===== src/rtl/bp_be_pipe_fma_sched.sv =====
// rtl/bp_be_pipe_fma_sched.sv - issue/flush/writeback scheduler for a shared FMA/IMUL pipe
//
// Tracks ops through an external FMA datapath of fma_latency_p stages. IMUL ops ride the
// same shift pipe but retire at stage imul_latency_p-1. Both kinds share one writeback port;
// an IMUL is held off at issue when it would land on the same cycle as an in-flight FMA.
//
// Ports:
//   clk_i, reset_n_i                 clock, async active-low reset
//   issue_v_i/issue_ready_o          issue handshake (ready is combinational)
//   issue_imul_i/issue_rd_i/issue_frm_i  op kind, destination, rounding mode
//   flush_i                          kill ops in stages [0, flush_depth_p-1] and the issuing op
//   stage_v_o                        per-stage live valids (datapath stage enables)
//   frm_r_o                          rounding mode of the op in the last FMA stage
//   core_fflags_i                    flags from the datapath, valid with an FMA writeback
//   wb_v_o/wb_imul_o/wb_rd_o/wb_fflags_o  shared writeback port
//   fflags_clr_i/fflags_acc_o        sticky flag accumulator clear / value
module bp_be_pipe_fma_sched #(
  parameter int fma_latency_p   = 4,
  parameter int imul_latency_p  = 3,
  parameter int flush_depth_p   = 2,
  parameter int rd_addr_width_p = 5
) (
  input  logic                       clk_i,
  input  logic                       reset_n_i,
  input  logic                       issue_v_i,
  output logic                       issue_ready_o,
  input  logic                       issue_imul_i,
  input  logic [rd_addr_width_p-1:0] issue_rd_i,
  input  logic [2:0]                 issue_frm_i,
  input  logic                       flush_i,
  output logic [fma_latency_p-1:0]   stage_v_o,
  output logic [2:0]                 frm_r_o,
  input  logic [4:0]                 core_fflags_i,
  output logic                       wb_v_o,
  output logic                       wb_imul_o,
  output logic [rd_addr_width_p-1:0] wb_rd_o,
  output logic [4:0]                 wb_fflags_o,
  input  logic                       fflags_clr_i,
  output logic [4:0]                 fflags_acc_o
);

  localparam int F = fma_latency_p;
  localparam int I = imul_latency_p;
  localparam int D = fma_latency_p - imul_latency_p;

  logic [F-1:0]               v_q, v_d;
  logic [F-1:0]               imul_q, imul_d;
  logic [rd_addr_width_p-1:0] rd_q  [F];
  logic [rd_addr_width_p-1:0] rd_d  [F];
  logic [2:0]                 frm_q [F];
  logic [2:0]                 frm_d [F];
  logic [4:0]                 acc_q, acc_d;
  logic                       fma_wb, imul_wb;

  // An IMUL issued now writes back in I cycles; an FMA sitting in stage D-1 writes back
  // in exactly the same cycle, so that is the only slot that can collide.
  if (D > 0) begin : g_hazard
    assign issue_ready_o = ~(issue_imul_i & v_q[D-1] & ~imul_q[D-1]);
  end else begin : g_no_hazard
    assign issue_ready_o = 1'b1;
  end

  always_comb begin
    v_d[0]    = issue_v_i & issue_ready_o & ~flush_i;
    imul_d[0] = issue_imul_i;
    rd_d[0]   = issue_rd_i;
    frm_d[0]  = issue_frm_i;
    for (int k = 1; k < F; k++) begin
      // Young stages die on flush; IMUL entries retire after their writeback stage.
      v_d[k]    = v_q[k-1]
                & ~(flush_i && ((k - 1) < flush_depth_p))
                & ~(imul_q[k-1] && ((k - 1) >= (I - 1)));
      imul_d[k] = imul_q[k-1];
      rd_d[k]   = rd_q[k-1];
      frm_d[k]  = frm_q[k-1];
    end
  end

  assign fma_wb  = v_q[F-1] & ~imul_q[F-1];
  assign imul_wb = v_q[I-1] & imul_q[I-1];

  assign wb_v_o       = fma_wb | imul_wb;
  assign wb_imul_o    = imul_wb;
  assign wb_rd_o      = imul_wb ? rd_q[I-1] : rd_q[F-1];
  assign wb_fflags_o  = fma_wb ? core_fflags_i : 5'b0;
  assign stage_v_o    = v_q;
  assign frm_r_o      = frm_q[F-1];
  assign fflags_acc_o = acc_q;

  // Clear and a same-cycle FMA writeback leave only the new flags.
  assign acc_d = (fflags_clr_i ? 5'b0 : acc_q) | wb_fflags_o;

  always_ff @(posedge clk_i or negedge reset_n_i) begin
    if (!reset_n_i) begin
      v_q    <= '0;
      imul_q <= '0;
      acc_q  <= '0;
      for (int k = 0; k < F; k++) begin
        rd_q[k]  <= '0;
        frm_q[k] <= '0;
      end
    end else begin
      v_q    <= v_d;
      imul_q <= imul_d;
      acc_q  <= acc_d;
      for (int k = 0; k < F; k++) begin
        rd_q[k]  <= rd_d[k];
        frm_q[k] <= frm_d[k];
      end
    end
  end

endmodule


===== config.mk =====
export PLATFORM = sky130hd
export DESIGN_NAME = bp_be_pipe_fma_sched
export DESIGN_NICKNAME = d
export VERILOG_FILES = /design/src/rtl/bp_be_pipe_fma_sched.sv
export SDC_FILE = /design/constraint.sdc
export NUM_CORES = 1
export LEC_CHECK = 0
export BUFFER_PORTS_ARGS = -buffer_cell sky130_fd_sc_hd__buf_2
export CORE_MARGIN = 3
export CORE_UTILIZATION = 43
export DETAILED_ROUTE_END_ITERATION = 8
export GPL_ROUTABILITY_DRIVEN = 1
export GPL_TIMING_DRIVEN = 0
export PLACE_DENSITY = 0.72
export SYNTH_ARGS = -nofsm -noshare
export SYNTH_HDL_FRONTEND = slang
export SYNTH_SLANG_ARGS = --single-unit
export TNS_END_PERCENT = 100

===== constraint.sdc =====
create_clock -name clk_i -period 0.9 [get_ports clk_i]
set_input_delay 0.09 -clock clk_i [delete_from_list [all_inputs] [get_ports clk_i]]
set_output_delay 0.09 -clock clk_i [all_outputs]
set_load 0.005 [all_outputs]

# Yosys cells after proc, flatten, opt, wreduce, memory -nomap -nowiden
# Index checks and enable logic that the tools add are counted.
# totals
ff_bits	45
latchBits	0
ram_bits	0
romBits	0
inputBits	19
n_memories	0
# classes
addsub	0
n_mul	0
n_div	0
n_lt_le_gt_ge	0
n_eq_ne	0
shift	0
n_mux	3
n_bitwise	16
n_reduce_logical	0
# op_table
operator	count
$mux 5	3
$and 1x1->1	9
$not 1->1	5
$or 5x5->5	1
$or 1x1->1	1

# Longest topological paths before layout
# depth
word_depth	5
mapped_depth	3
mapped_depth_nobuf	2

# Worst setup path after synthesis
# OpenSTA, ideal clock, no wires.
# synth_path
kind	register to output
startpoint	register v_q[2], in the netlist stage_v_o[2]
endpoint	output port wb_rd_o[0]
t_arrival_ns	0.857
t_required_ns	0.810
path_slack_ns	-0.047
stages_incl_launch_ff	3
n_path_buf	0
path_cell_list	dfrtp_1 nand2_2 mux2_2
# synth_between
elab_chain_cells	2
# synth_rtl
element	line_no	rtl
from (decl)	46	logic [F-1:0] v_q, v_d;
from (signal assigned)	103	v_q <= v_d;
$and 1x1->1	80	assign imul_wb = v_q[I-1] & imul_q[I-1];
$mux 5	84	assign wb_rd_o = imul_wb ? rd_q[I-1] : rd_q[F-1];
to (decl)	36	output logic [rd_addr_width_p-1:0] wb_rd_o,
# No other way between the ends.

# Final worst setup path
# layout_path
startpoint	register imul_q[2]
endpoint	output port wb_rd_o[4]
# layout_between
elab_chain_cells	2
# layout_rtl
element	line_no	rtl
from (decl)	47	logic [F-1:0] imul_q, imul_d;
from (signal assigned)	104	imul_q <= imul_d;
$and 1x1->1	80	
$mux 5	84	
# No other way between the ends.

==> reports/metrics.csv <==
stage;metric;value;unit
global_routing;initial antenna violation count;0;
worst_setup_path;CP bufs+invs;1;
worst_setup_path;Crit path largest cell delay;440;ps
synth;synthesized cell area;1341;µm²
sta;# setup viols final;31;
global_routing;GRT Total Usage;14.80;%
place;Final HPWL DP;1453;µm
synth;EDFF count, synth;0;
worst_setup_path;CP Launch Type;register;
sta;Peak Freq;701.4;MHz
power_and_ir_drop;pwr/cell area;1686;nW/µm²
worst_setup_path;CP Max Fanout;7;
routing;vias;820;
synth;fraction of registers with async set/reset;100.0;%
routing;DRC;0;
sta;RSZ-0062 raised after global routing;yes;
place;placed inst area;1619;µm²
global_routing;first-pass GRT wire length;3884;µm
power_and_ir_drop;VDD IR max;1.676;mV
global_routing;grt total ovfl;0;
final_layout;Final Instance Area;2026;µm²
synth;synth unique cells;13;
worst_setup_path;Crit Path Class;reg2out;
synth;#FFs+latches synth;45;
sta;final hold vios;45;
synth;list of most frequent post-synthesis cells;dfrtp_1, a22o_1, and2_1, mux2_2;
sta;Pins Over Slew Limit;0;
floorplanning;number of I/O pins;44;
worst_setup_path;worst-path cell chain;nand2_4 > mux2_4 > buf_6;
floorplanning;Site Rows;19;
worst_setup_path;crit path DAT;1340;ps
global_routing;vias in the first global route;864;
worst_setup_path;Req. time, crit path;810;ps
floorplanning;Starting Density;47.02;%
sta;Post-Route Setup TNS;-7878;ps
worst_setup_path;Critical Path Slowest Stage Cell;dfrtp_1;
synth;synth top area cells;dfrtp_1, mux2_2, a22o_1, and2_1, nor2b_4;
place;pre-CTS setup slack;-174.6;ps
routing;DRT iter0 DRCs;25;
place;GPL Wtd Cong;0.6572;
routing;via/cell ratio;4.556;
floorplanning;die area;3825;µm²
final_layout;share of layout cells above drive strength 1;51.68;%
clock_network;# clock sinks;45;
clock_network;CTS Buf Count;5;
final_layout;layout net count;167;
run;maxcap violations;0;
synth;register area share after synthesis;83.96;%
clock_network;CTS tree;done;
final_layout;Core Util, Final;71.01;%
worst_hold_path;Worst Hold Class;in2async;
floorplanning;Die Ht;61.85;µm
outcome;run status;finished, violations left;
routing;final WL;2542;µm
sta;clock skew;7.639;ps
clock_network;worst-skew pair later-pin latency;330;ps
worst_setup_path;Crit path max-delay family;flip-flops;
power_and_ir_drop;leakage power;1.062;nW
outcome;failing checks;negative hold slack, negative setup slack;
sta;Final Critical Period;1426;ps
routing;ANT nets after route;0;
clock_network;clk root buf;clkbuf_4;
synth;Syn Inst Count;71;
clock_network;clk slew on worst S/H paths;120;ps
final_layout;Ant. Diodes;0;
synth;Synth Net Count;90;
clock_network;number of hold buffers added after CTS;16;
sta;worst setup margin;-525.6;ps
synth;Synth Warn #;0;
sta;Hold WS;-112.5;ps
sta;Slew HR;37.16;%
clock_network;Max H-tree Level;2;
routing;DR WL/cell;14.12;µm
global_routing;largest net degree at the start of global routing;46;
synth;most frequent cell after synthesis;dfrtp_1;
synth;Yosys top cell area share;83.96;%
floorplanning;core area;2853;µm²
synth;Synth Area per Inst;18.89;µm²
synth;Top FF cell, synth;dfrtp_1;
routing;First-pass DRT Iterations;4;
synth;leading area contributor after synthesis;dfrtp_1;
floorplanning;Die Wd;61.85;µm
sta;period utilisation layout;158.4;%
clock_network;CTS Buffer Depth;2;
final_layout;area delta synth->final;51.03;%
worst_setup_path;Critical Path End Type;output port;
sta;Worst-Margin Slew;942.6;ps
place;Buffers on Ports;43;
==> per-stage QoR <==
| stage | total power, W | std cells |
|---|---|---|
| after detailed placement | 0.002345 | 145 |
| final | 0.003415 | 180 |
| after global placement | 0.002331 | 145 |
| after CTS | 0.003427 | 178 |
| after global routing | 0.003590 | 180 |
| after floorplan | 0.002221 | 71 |
==> cells by family (layout without fill, tap and decap cells) <==
| kind of cell | Yosys count | in the layout | share of synthesized area [%] |
|---|---|---|---|
| and+or+nand+nor | 13 | 13 | 7.183 |
| DFF | 45 | 45 | 83.96 |
| AOI/OAI and AO/OA | 5 | 5 | 3.265 |
| muxes | 5 | 5 | 4.197 |
| buffers and inverters | 3 | 81 | 1.399 |
==> placed cells by master, fill, tap and decap left out <==
master	count
dfrtp_1	45
buf_2	33
buf_6	16
dlygate4sd3_1	16
buf_4	6
and2_4	5
a22o_1	5
mux2_4	5
clkbuf_4	5
nor2b_1	2
clkbuf_8	2
nor2b_4	1
inv_1	1
nand2_4	1
inv_2	1
and2b_2	1
or2b_1	1
nand3b_1	1
and3b_1	1
clkinv_2	1
==> flip-flops by register name, summed over array words and instances, names as in the netlist <==
signal	flops
frm_r_o	3
rd_d	15
fflags_acc_o	5
stage_v_o	4
rd_q	5
imul_q	4
frm_d	9
==> power by group <==
group / switching (W) / internal [W] / total, W / leakage [nW]
combinational: 0.0000973 / 0.000151 / 0.000248 / 0.478
sequential: 0.0000336 / 0.00211 / 0.00214 / 0.543
clock: 0.000569 / 0.000454 / 0.00102 / 0.0413
==> what timing repair did <==
item	CTS	global route
endpoints found under the hold margin	62	45
buffers inserted	8	3
gates cloned	1	0
pin swaps	6	1
resized for setup	14	8
setup endpoints to repair	30	30
==> routing by layer <==
metal / up-vias / GRT usage, % / routed length [µm]
li1: 385 / - / -
met1: 387 / 18.17 / 1058
met2: 37 / 23.32 / 1282
met3: 11 / 4.959 / 129
met4: 0 / 7.879 / 71
met5: - / 0 / 0
==> area by class of cell <==
cell class | count | area [µm²]
Sequential cell | 45 | 1126
Fill cell | 175 | 827.0
Timing Repair Buffer | 70 | 539.3
Multi-Input combinational cell | 23 | 232.7
Clock buffer | 7 | 65.06
Tap cell | 31 | 38.79
Buffer | 1 | 11.26
Inverter | 2 | 7.507
Clock inverter | 1 | 5.005
==> path summary, 6_finish.rpt <==
path,depth (start not counted),slack [ps],to,from
max,3,-530,wb_rd_o[4],imul_q[2]
min,1,-110,imul_q[0],reset_n_i
max reg2reg,5,-280,fflags_acc_o[4],stage_v_o[3]
min reg2reg,0,360,frm_r_o[0],frm_d[0]
max in group asynchronous,1,430,rd_d[13],reset_n_i
min in group clk_i,3,140,stage_v_o[0],issue_imul_i
Power figures use the tool's default switching activity.
